File: config.mk
export PLATFORM = sky130hd
export DESIGN_NAME = alu_sequencer
export DESIGN_NICKNAME = d
export VERILOG_FILES = /design/src/rtl/alu_seq_pkg.sv /design/src/rtl/alu_flag_dec.sv /design/src/rtl/alu_sequencer.sv
export SDC_FILE = /design/constraint.sdc
export NUM_CORES = 1
export LEC_CHECK = 0
export BUFFER_PORTS_ARGS = -buffer_cell sky130_fd_sc_hd__buf_2
export CAP_MARGIN = 20
export CORE_MARGIN = 4
export CORE_UTILIZATION = 50
export DETAILED_ROUTE_END_ITERATION = 12
export PLACE_DENSITY = 0.78
export REMOVE_ABC_BUFFERS = 1
export SYNTH_ARGS = -nofsm -noshare
export SYNTH_HDL_FRONTEND = slang
export SYNTH_SLANG_ARGS = --single-unit
export TNS_END_PERCENT = 50
File: constraint.sdc
create_clock -name clk -period 2.7 [get_ports clk]
set_input_delay 0.54 -clock clk [delete_from_list [all_inputs] [get_ports clk]]
set_output_delay 0.54 -clock clk [all_outputs]
set_load 0.1 [all_outputs]
File: src/rtl/alu_seq_pkg.sv
// Shared definitions for the ALU sequencer: 8051 ALU opcodes, sequencer
// states and the flag-update enable bundle.
package alu_seq_pkg;

  localparam logic [3:0] OP_NOP = 4'b0000;
  localparam logic [3:0] OP_ADD = 4'b0001;
  localparam logic [3:0] OP_SUB = 4'b0010;
  localparam logic [3:0] OP_MUL = 4'b0011;
  localparam logic [3:0] OP_DIV = 4'b0100;
  localparam logic [3:0] OP_DA  = 4'b0101;
  localparam logic [3:0] OP_NOT = 4'b0110;
  localparam logic [3:0] OP_AND = 4'b0111;
  localparam logic [3:0] OP_XOR = 4'b1000;
  localparam logic [3:0] OP_OR  = 4'b1001;
  localparam logic [3:0] OP_RL  = 4'b1010;
  localparam logic [3:0] OP_RLC = 4'b1011;
  localparam logic [3:0] OP_RR  = 4'b1100;
  localparam logic [3:0] OP_RRC = 4'b1101;
  localparam logic [3:0] OP_PCS = 4'b1110;
  localparam logic [3:0] OP_XCH = 4'b1111;

  typedef enum logic [1:0] {
    ST_IDLE    = 2'b00,
    ST_EXEC_LO = 2'b01,
    ST_EXEC_HI = 2'b10,
    ST_RESP    = 2'b11
  } seq_state_e;

  typedef struct packed {
    logic upd_cy;
    logic clr_cy;
    logic upd_ac;
    logic ac_from_lo;
    logic upd_ov;
  } flag_en_t;

  // Only add/sub can be chained through the carry for a 16-bit result.
  function automatic logic is_wide_op(input logic [3:0] op);
    return (op == OP_ADD) || (op == OP_SUB);
  endfunction

  function automatic logic uses_a_pair(input logic [3:0] op);
    return (op == OP_PCS) || (op == OP_XCH);
  endfunction

endpackage

File: src/rtl/alu_flag_dec.sv
// Maps opcode and execution pass to PSW flag-update enables; enables are
// only raised on the final pass of a request.
module alu_flag_dec
  import alu_seq_pkg::*;
(
  input  logic [3:0] op,
  input  logic       pass_hi,
  input  logic       last_pass,
  output flag_en_t   flag_en
);

  always_comb begin
    flag_en = '0;
    if (last_pass) begin
      case (op)
        OP_ADD, OP_SUB, OP_DA: begin
          flag_en.upd_cy     = 1'b1;
          flag_en.upd_ac     = 1'b1;
          flag_en.upd_ov     = 1'b1;
          // Half carry of a 16-bit add/sub belongs to the low byte.
          flag_en.ac_from_lo = pass_hi;
        end
        OP_MUL, OP_DIV: begin
          flag_en.upd_cy = 1'b1;
          flag_en.clr_cy = 1'b1;
          flag_en.upd_ov = 1'b1;
        end
        OP_RLC, OP_RRC: begin
          flag_en.upd_cy = 1'b1;
        end
        default: flag_en = '0;
      endcase
    end
  end

endmodule

File: src/rtl/alu_sequencer.sv
// Request/response sequencer around an external 8051-style combinational
// ALU, with optional two-pass 16-bit add/sub and registered PSW flags.
//
// state      | meaning
// -----------+---------------------------------------------------------
// ST_IDLE    | ready for a request; ALU inputs held at zero
// ST_EXEC_LO | low (or only) pass on the ALU
// ST_EXEC_HI | high byte pass of a wide add/sub, carry from low pass
// ST_RESP    | response presented, waiting for rsp_ready
module alu_sequencer
  import alu_seq_pkg::*;
(
  input  logic        clk,
  input  logic        rst_n,

  input  logic        req_valid,
  output logic        req_ready,
  input  logic [3:0]  req_op,
  input  logic        req_wide,
  input  logic [15:0] req_a,
  input  logic [15:0] req_b,
  input  logic [7:0]  req_c,
  input  logic        req_cy_in,
  input  logic        use_psw_cy,

  output logic [7:0]  alu_src1,
  output logic [7:0]  alu_src2,
  output logic [7:0]  alu_src3,
  output logic [3:0]  alu_opcode,
  output logic        alu_p_cy,
  input  logic [15:0] alu_dest,
  input  logic        alu_cy,
  input  logic        alu_ox,
  input  logic        alu_ovf,

  output logic        rsp_valid,
  input  logic        rsp_ready,
  output logic [15:0] rsp_data,
  output logic        rsp_err,

  output logic        psw_cy,
  output logic        psw_ac,
  output logic        psw_ov
);

  seq_state_e state;

  logic [3:0]  op_q;
  logic        wide_q;
  logic [15:0] a_q;
  logic [15:0] b_q;
  logic [7:0]  c_q;
  logic        cy_q;

  logic [7:0]  lo_dest_q;
  logic        lo_cy_q;
  logic        lo_ox_q;

  logic        wide_legal;
  logic        pass_hi;
  logic        last_pass;
  logic        res_err;
  logic [15:0] res_data;
  logic        ac_src;
  flag_en_t    flag_en;

  assign req_ready  = (state == ST_IDLE);
  assign rsp_valid  = (state == ST_RESP);
  assign wide_legal = wide_q && is_wide_op(op_q);
  assign pass_hi    = (state == ST_EXEC_HI);
  assign last_pass  = pass_hi || ((state == ST_EXEC_LO) && !wide_legal);

  always_comb begin
    alu_opcode = OP_NOP;
    alu_src1   = 8'h00;
    alu_src2   = 8'h00;
    alu_src3   = 8'h00;
    alu_p_cy   = 1'b0;
    case (state)
      ST_EXEC_LO: begin
        alu_opcode = op_q;
        alu_src3   = c_q;
        alu_p_cy   = cy_q;
        if (uses_a_pair(op_q)) begin
          alu_src1 = a_q[15:8];
          alu_src2 = a_q[7:0];
        end else begin
          alu_src1 = a_q[7:0];
          alu_src2 = b_q[7:0];
        end
      end
      ST_EXEC_HI: begin
        alu_opcode = op_q;
        alu_src1   = a_q[15:8];
        alu_src2   = b_q[15:8];
        alu_src3   = c_q;
        alu_p_cy   = lo_cy_q;
      end
      default: ;
    endcase
  end

  alu_flag_dec u_flag_dec (
    .op        (op_q),
    .pass_hi   (pass_hi),
    .last_pass (last_pass),
    .flag_en   (flag_en)
  );

  // Errors force a zero payload so a consumer never sees stale ALU data.
  assign res_err  = (op_q == OP_NOP) || ((op_q == OP_DIV) && alu_ovf);
  assign res_data = res_err ? 16'h0000
                  : (pass_hi ? {alu_dest[7:0], lo_dest_q} : alu_dest);
  assign ac_src   = flag_en.ac_from_lo ? lo_ox_q : alu_ox;

  always_ff @(posedge clk) begin
    if (!rst_n) begin
      state     <= ST_IDLE;
      op_q      <= 4'h0;
      wide_q    <= 1'b0;
      a_q       <= 16'h0000;
      b_q       <= 16'h0000;
      c_q       <= 8'h00;
      cy_q      <= 1'b0;
      lo_dest_q <= 8'h00;
      lo_cy_q   <= 1'b0;
      lo_ox_q   <= 1'b0;
      rsp_data  <= 16'h0000;
      rsp_err   <= 1'b0;
      psw_cy    <= 1'b0;
      psw_ac    <= 1'b0;
      psw_ov    <= 1'b0;
    end else begin
      case (state)
        ST_IDLE: begin
          if (req_valid) begin
            op_q   <= req_op;
            wide_q <= req_wide;
            a_q    <= req_a;
            b_q    <= req_b;
            c_q    <= req_c;
            cy_q   <= use_psw_cy ? psw_cy : req_cy_in;
            state  <= ST_EXEC_LO;
          end
        end
        ST_EXEC_LO: begin
          if (op_q != OP_NOP) begin
            lo_dest_q <= alu_dest[7:0];
            lo_cy_q   <= alu_cy;
            lo_ox_q   <= alu_ox;
          end
          state <= wide_legal ? ST_EXEC_HI : ST_RESP;
        end
        ST_EXEC_HI: state <= ST_RESP;
        ST_RESP: begin
          if (rsp_ready) state <= ST_IDLE;
        end
        default: state <= ST_IDLE;
      endcase

      if (last_pass) begin
        rsp_data <= res_data;
        rsp_err  <= res_err;
      end
      if (flag_en.upd_cy) psw_cy <= flag_en.clr_cy ? 1'b0 : alu_cy;
      if (flag_en.upd_ac) psw_ac <= ac_src;
      if (flag_en.upd_ov) psw_ov <= alu_ovf;
    end
  end

endmodule

# After elaboration in Yosys (flattened, before gate mapping)
# Index checks and enable logic that the tools add are counted.
[totals] ff_bits=78 input_bits=70 wordCells=69
[op_classes] eq_ne=14 muxes=21 reduce_logical=19
[op_table] operator="2-to-1 mux 16 bit" n=2
[op_table] operator="one-hot mux 8 bit (2 select lines)" n=2
[op_table] operator="2-to-1 mux 8 bit" n=3
[op_table] operator="== test 4 bit, second input constant" n=4
[op_table] operator="== test 4 x 2 -> 1 bit, second input constant" n=2
[op_table] operator="== test 4 x 3 -> 1 bit, second input constant" n=2
[op_table] operator="one-hot mux 2 bit (4 select lines)" n=1
[op_table] operator="2-to-1 mux 1 bit" n=7
[op_table] operator="OR reduction 7 bit" n=1
[op_table] operator="2-to-1 mux 2 bit" n=3
[op_table] operator="AND reduction 2 bit" n=3
[op_table] operator="2-to-1 mux 5 bit" n=1
[op_table] operator="OR reduction 5 bit" n=1
[op_table] operator="== test 2 bit, second input constant" n=2
[op_table] operator="== test 4 x 1 -> 1 bit, second input constant" n=1
[op_table] operator="zero test 4 bit" n=1
[op_table] operator="logical OR 1 bit" n=4
[op_table] operator="2-to-1 mux 4 bit" n=1
[op_table] operator="nonzero test 4 bit" n=1
[op_table] operator="OR reduction 2 bit" n=2
[op_table] operator="logical AND 1 bit" n=3
[op_table] operator="OR reduction 3 bit" n=1
[op_table] operator="== test 2 x 1 -> 1 bit, second input constant" n=1
[op_table] operator="zero test 2 bit" n=1
[op_table] operator="4 further kinds" n=4

# Depth between registers and ports, before layout
[logic_depth] depth_word=8 ltp_mapped=8 depth_no_buf=6

# Cells and area by module
# A second synthesis with hierarchy kept.
[hier_totals] hier_cells=448 area_unflattened_um2=3698.5
[by_module_without_submodules] module="alu_sequencer" n_inst=1 cells_per_inst=433 area_each_um2=3588.4 seq_area_each_um2=1561.5
[by_module_without_submodules] module="alu_flag_dec" n_inst=1 cells_per_inst=15 area_each_um2=110.1 seq_area_each_um2=0.0

# Worst setup path after synthesis
# OpenSTA, ideal clock, no wires.
[synth_path] path_type="reg-to-output" start="register state[1]" end="output port alu_src1[0]" arrival_time_ps=2731 path_slack_ps=-571 stages_incl_launch_ff=9 n_path_buf=2 cell_sequence="dfxtp_1 -> inv_1 -> ha_1 -> and4_1 -> buf_2 -> or2_2 -> clkbuf_1 -> a22oi_1 -> nor2b_1"
[synth_via] elab_chain_cells=2
[synth_rtl] element="from (decl)" line="alu_sequencer.sv:46" text="seq_state_e state;"
[synth_rtl] element="from (signal assigned)" line="alu_sequencer.sv:152" text="state <= wide_legal ? ST_EXEC_HI : ST_RESP;"
[synth_rtl] element="== test 2 bit or == test 2 x 1 -> 1 bit (tied branches)" line="alu_sequencer.sv:79" text="case (state)"
[synth_rtl] element="one-hot mux 8 bit (2 select lines) *" line="alu_sequencer.sv:79"
[synth_rtl] element="to (decl)" line="alu_sequencer.sv:26" text="output logic [7:0] alu_src1,"
# Every way passes the cells marked *; elsewhere a longest branch is shown, timed or not.

# Final worst setup path
[layout_path] start="register state[1]" end="output port alu_src2[3]"
[layout_via] elab_chain_cells=2
[layout_rtl] element="== test 2 bit or == test 2 x 1 -> 1 bit (tied branches)" line="alu_sequencer.sv:79"
[layout_rtl] element="one-hot mux 8 bit (2 select lines) *" line="alu_sequencer.sv:79"
[layout_rtl] element="to (decl)" line="alu_sequencer.sv:27" text="output logic [7:0] alu_src2,"
# Marked as above.

==> flow_summary.ini <==
[detailed_routing]
ant_nets = 0
drt_pass1_iterations = 7
viasPerCell = 5.28
drt_iter0_drc = 192
wire_per_inst_microns = 14.4
drc = 0
wl_microns = 8970
dr_total_vias = 3289

[finish]
layout-drive-gt1-share_pct = 31.1
fillCellCount = 608
fin_nets = 597
antenna_cells = 0
area_delta_synth_final_pct = 31.2

[outcome]
status = completed

[setup_path]
crit-reg2reg-launch = state[0]
worstRegToRegCells = 7
crit_family = buffers and inverters
reg2reg_slack_ns = 0.34
worst_setup_path_start_kind = flop
worst-path-buf-inv = 3
critPathRequiredTime_ns = 2.16
slowest_stage = dfxtp_2
max_stage_delay_ns = 0.35
cp_num_cells = 7
cp_cell_sequence = inv_1 > ha_2 > and4_1 > buf_4 > a222oi_1 > nor2b_1 > buf_12
reg2reg_to = rsp_data[11]
arrival_ns = 2.02
path_max_fanout = 8
end_kind = primary output
critPathKind = flop to primary output

[run]
cap_viol_max_count = 0

[cts]
cts_tree = built
cts_root_buf = clkbuf_8
clk_latency_ns = 0.35
h-tree-depth = 3
cts_max_path_buffers = 2
cts.sinks = 78
path_clk_slew_ns = 0.08
cts_buffers = 9

[grt]
busiest_layer = met2
use_met2_pct = 35.3
grt_pass1_wl_microns = 14900
grt_usage_pct = 21.7
antenna_found_initial = 0
grt_overflow = 0
grt_max_degree = 46
met1_usage_pct = 27.8
first_global_vias = 3211
met3_usage_pct = 6.48

[yosys]
synth_edf_count = 0
synth.cell_area_sq_um = 3530
synth_area_leader_cell = dfxtp_1
yosysWarnings = 0
yosys_register_bits = 78
synth_area_leaders = dfxtp_1 (44%), nand2_1 (12%), a21oi_1 (8.4%)
ys_types = 41
synth_most_common_cell = nand2_1
synth_cells = 415
ys_top_cells_by_count = nand2_1 (116), dfxtp_1 (78), a21oi_1 (59), mux2i_1 (21), nor2b_1 (19)
synthFlopType = dfxtp_1
netlist.area_leader.share_pct = 44.2
postSynth.asyncResetShare_pct = 0
avgSynthCellArea_sq_um = 8.51
synth_seq_area_share_pct = 44.2

[power]
p_leak_nw = 1.92
power.density_nw_per_um2 = 1100
max-vdd-ir-drop_mv = 0.567
total_power_mw = 5.09

[floorplan]
row_count = 30
initial_core_util_pct = 51.7
dieArea_sq_um = 8470
core_sq_um = 6830
die_w_microns = 92.0
pin_count = 121
fp.dieH_microns = 92.0

[timing]
min_period_ns = 2.56
fmax_mhz = 390
rsz0062_at_grt = yes
whs_ns = 0.421
setup_tns_ns = 0
finalCritPeriodShare_pct = 94.9
hold_violations = 0
drv_slew = 0
fin_skew_ns = 0.0115
finalWorstSetupSlack_ns = 0.137
relSlewSlack_pct = 57.8
setup_viol = 0
worstMarginPinSlew_ns = 0.633

[min_path]
hold_depth = 3
whs_endpoint = c_q[7]
min-delay-start = req_c[7]
hp-class = input pin to flop

[placed_design]
post-place-ws_ns = 0.397
port_buffers = 120
hpwl_microns = 6260
place.gp.congestion = 0.772
==> tightest hold or removal path, delay by kind of cell <==
family | cells | cell delay, ns
buffers and inverters | 1 | 0.10
AOI/OAI and AO/OA | 1 | 0.05
and+or+nand+nor | 1 | 0.04
==> layout by cell type, fill, tap and decap left out, types with 2 or more instances in the layout <==
cell	Yosys	routed
nand2_1	116	116
buf_2	8	103
dfxtp_1	78	77
a21oi_1	59	59
mux2i_1	21	21
nor2b_1	19	18
buf_12	1	18
and2_1	13	12
o2bb2ai_2	10	10
a22oi_1	9	9
clkbuf_8	0	9
a222oi_1	8	8
nor2_1	8	8
buf_4	0	8
o2bb2ai_1	6	6
inv_1	5	5
nor3_1	2	2
nor3b_1	2	2
a211oi_1	2	2
ha_2	0	2
ha_1	4	2
==> registers in the layout, indices dropped and copies added, names as in the netlist, 2 cells and up <==
name and cells:
c_q 8, b_q 16, op_q 4, rsp_data 16
a_q 16, lo_dest_q 8, state 2
==> cell families after synthesis <==
family | Yosys count | synth area share, %
AO/OA/AOI/OAI | 103 | 20.7
XOR/XNOR | 1 | 0.248
adder cells (fa/ha/maj) | 4 | 1.42
buffers and inverters | 39 | 5.32
flip-flops | 78 | 44.2
multiplexers | 21 | 5.96
AND/OR/NAND/NOR | 169 | 22.2
==> where the power goes <==
group	switching, mW	internal [mW]
sequential	0.143	1.38
combinational	1.94	0.771
clock	0.431	0.426
total	2.51	2.58
==> routing by layer <==
layer,vias up,routed length (microns)
met5,-,0
li1,1627,-
met1,1544,3910
met4,0,94
met3,10,662
met2,108,4310
==> metrics by stage <==
| stage | instance area (sq um) | cells | util (%) |
|---|---|---|---|
| final | 4630 | 623 | 67.8 |
| after global routing | 4630 | 623 | 67.8 |
| after CTS | 4620 | 623 | 67.6 |
| after detailed placement | 4430 | 608 | 64.8 |
| after global placement | 4430 | 608 | 64.8 |
| after floorplan | 3360 | 382 | - |
==> how the worst max path moves through the flow <==
stage | end | from
finish | alu_src2[3] | state[1]
global route | alu_src2[7] | state[1]
CTS | alu_src2[1] | state[0]
detailed placement | rsp_data[11] | state[0]
global placement | alu_src2[1] | state[0]
floorplan | alu_src1[0] | state[0]
==> area by class of cell <==
class | instances | area (sq um) | share of cell area (%)
multi-input cells | 298 | 1790 | 38.7
flip-flops and latches | 78 | 1560 | 33.7
repair buffers | 130 | 947 | 20.4
clock buffers | 10 | 128 | 2.76
well taps | 96 | 120 | 2.59
clock inverters | 5 | 60.1 | 1.30
inverters | 6 | 22.5 | 0.486
==> what timing repair did <==
action,in CTS,in global routing
hold buffers,0,0
gates resized for setup,0,6
endpoints found under the setup margin,0,16
setup buffers,0,0
No activity file was read; power rests on OpenSTA's default activity.
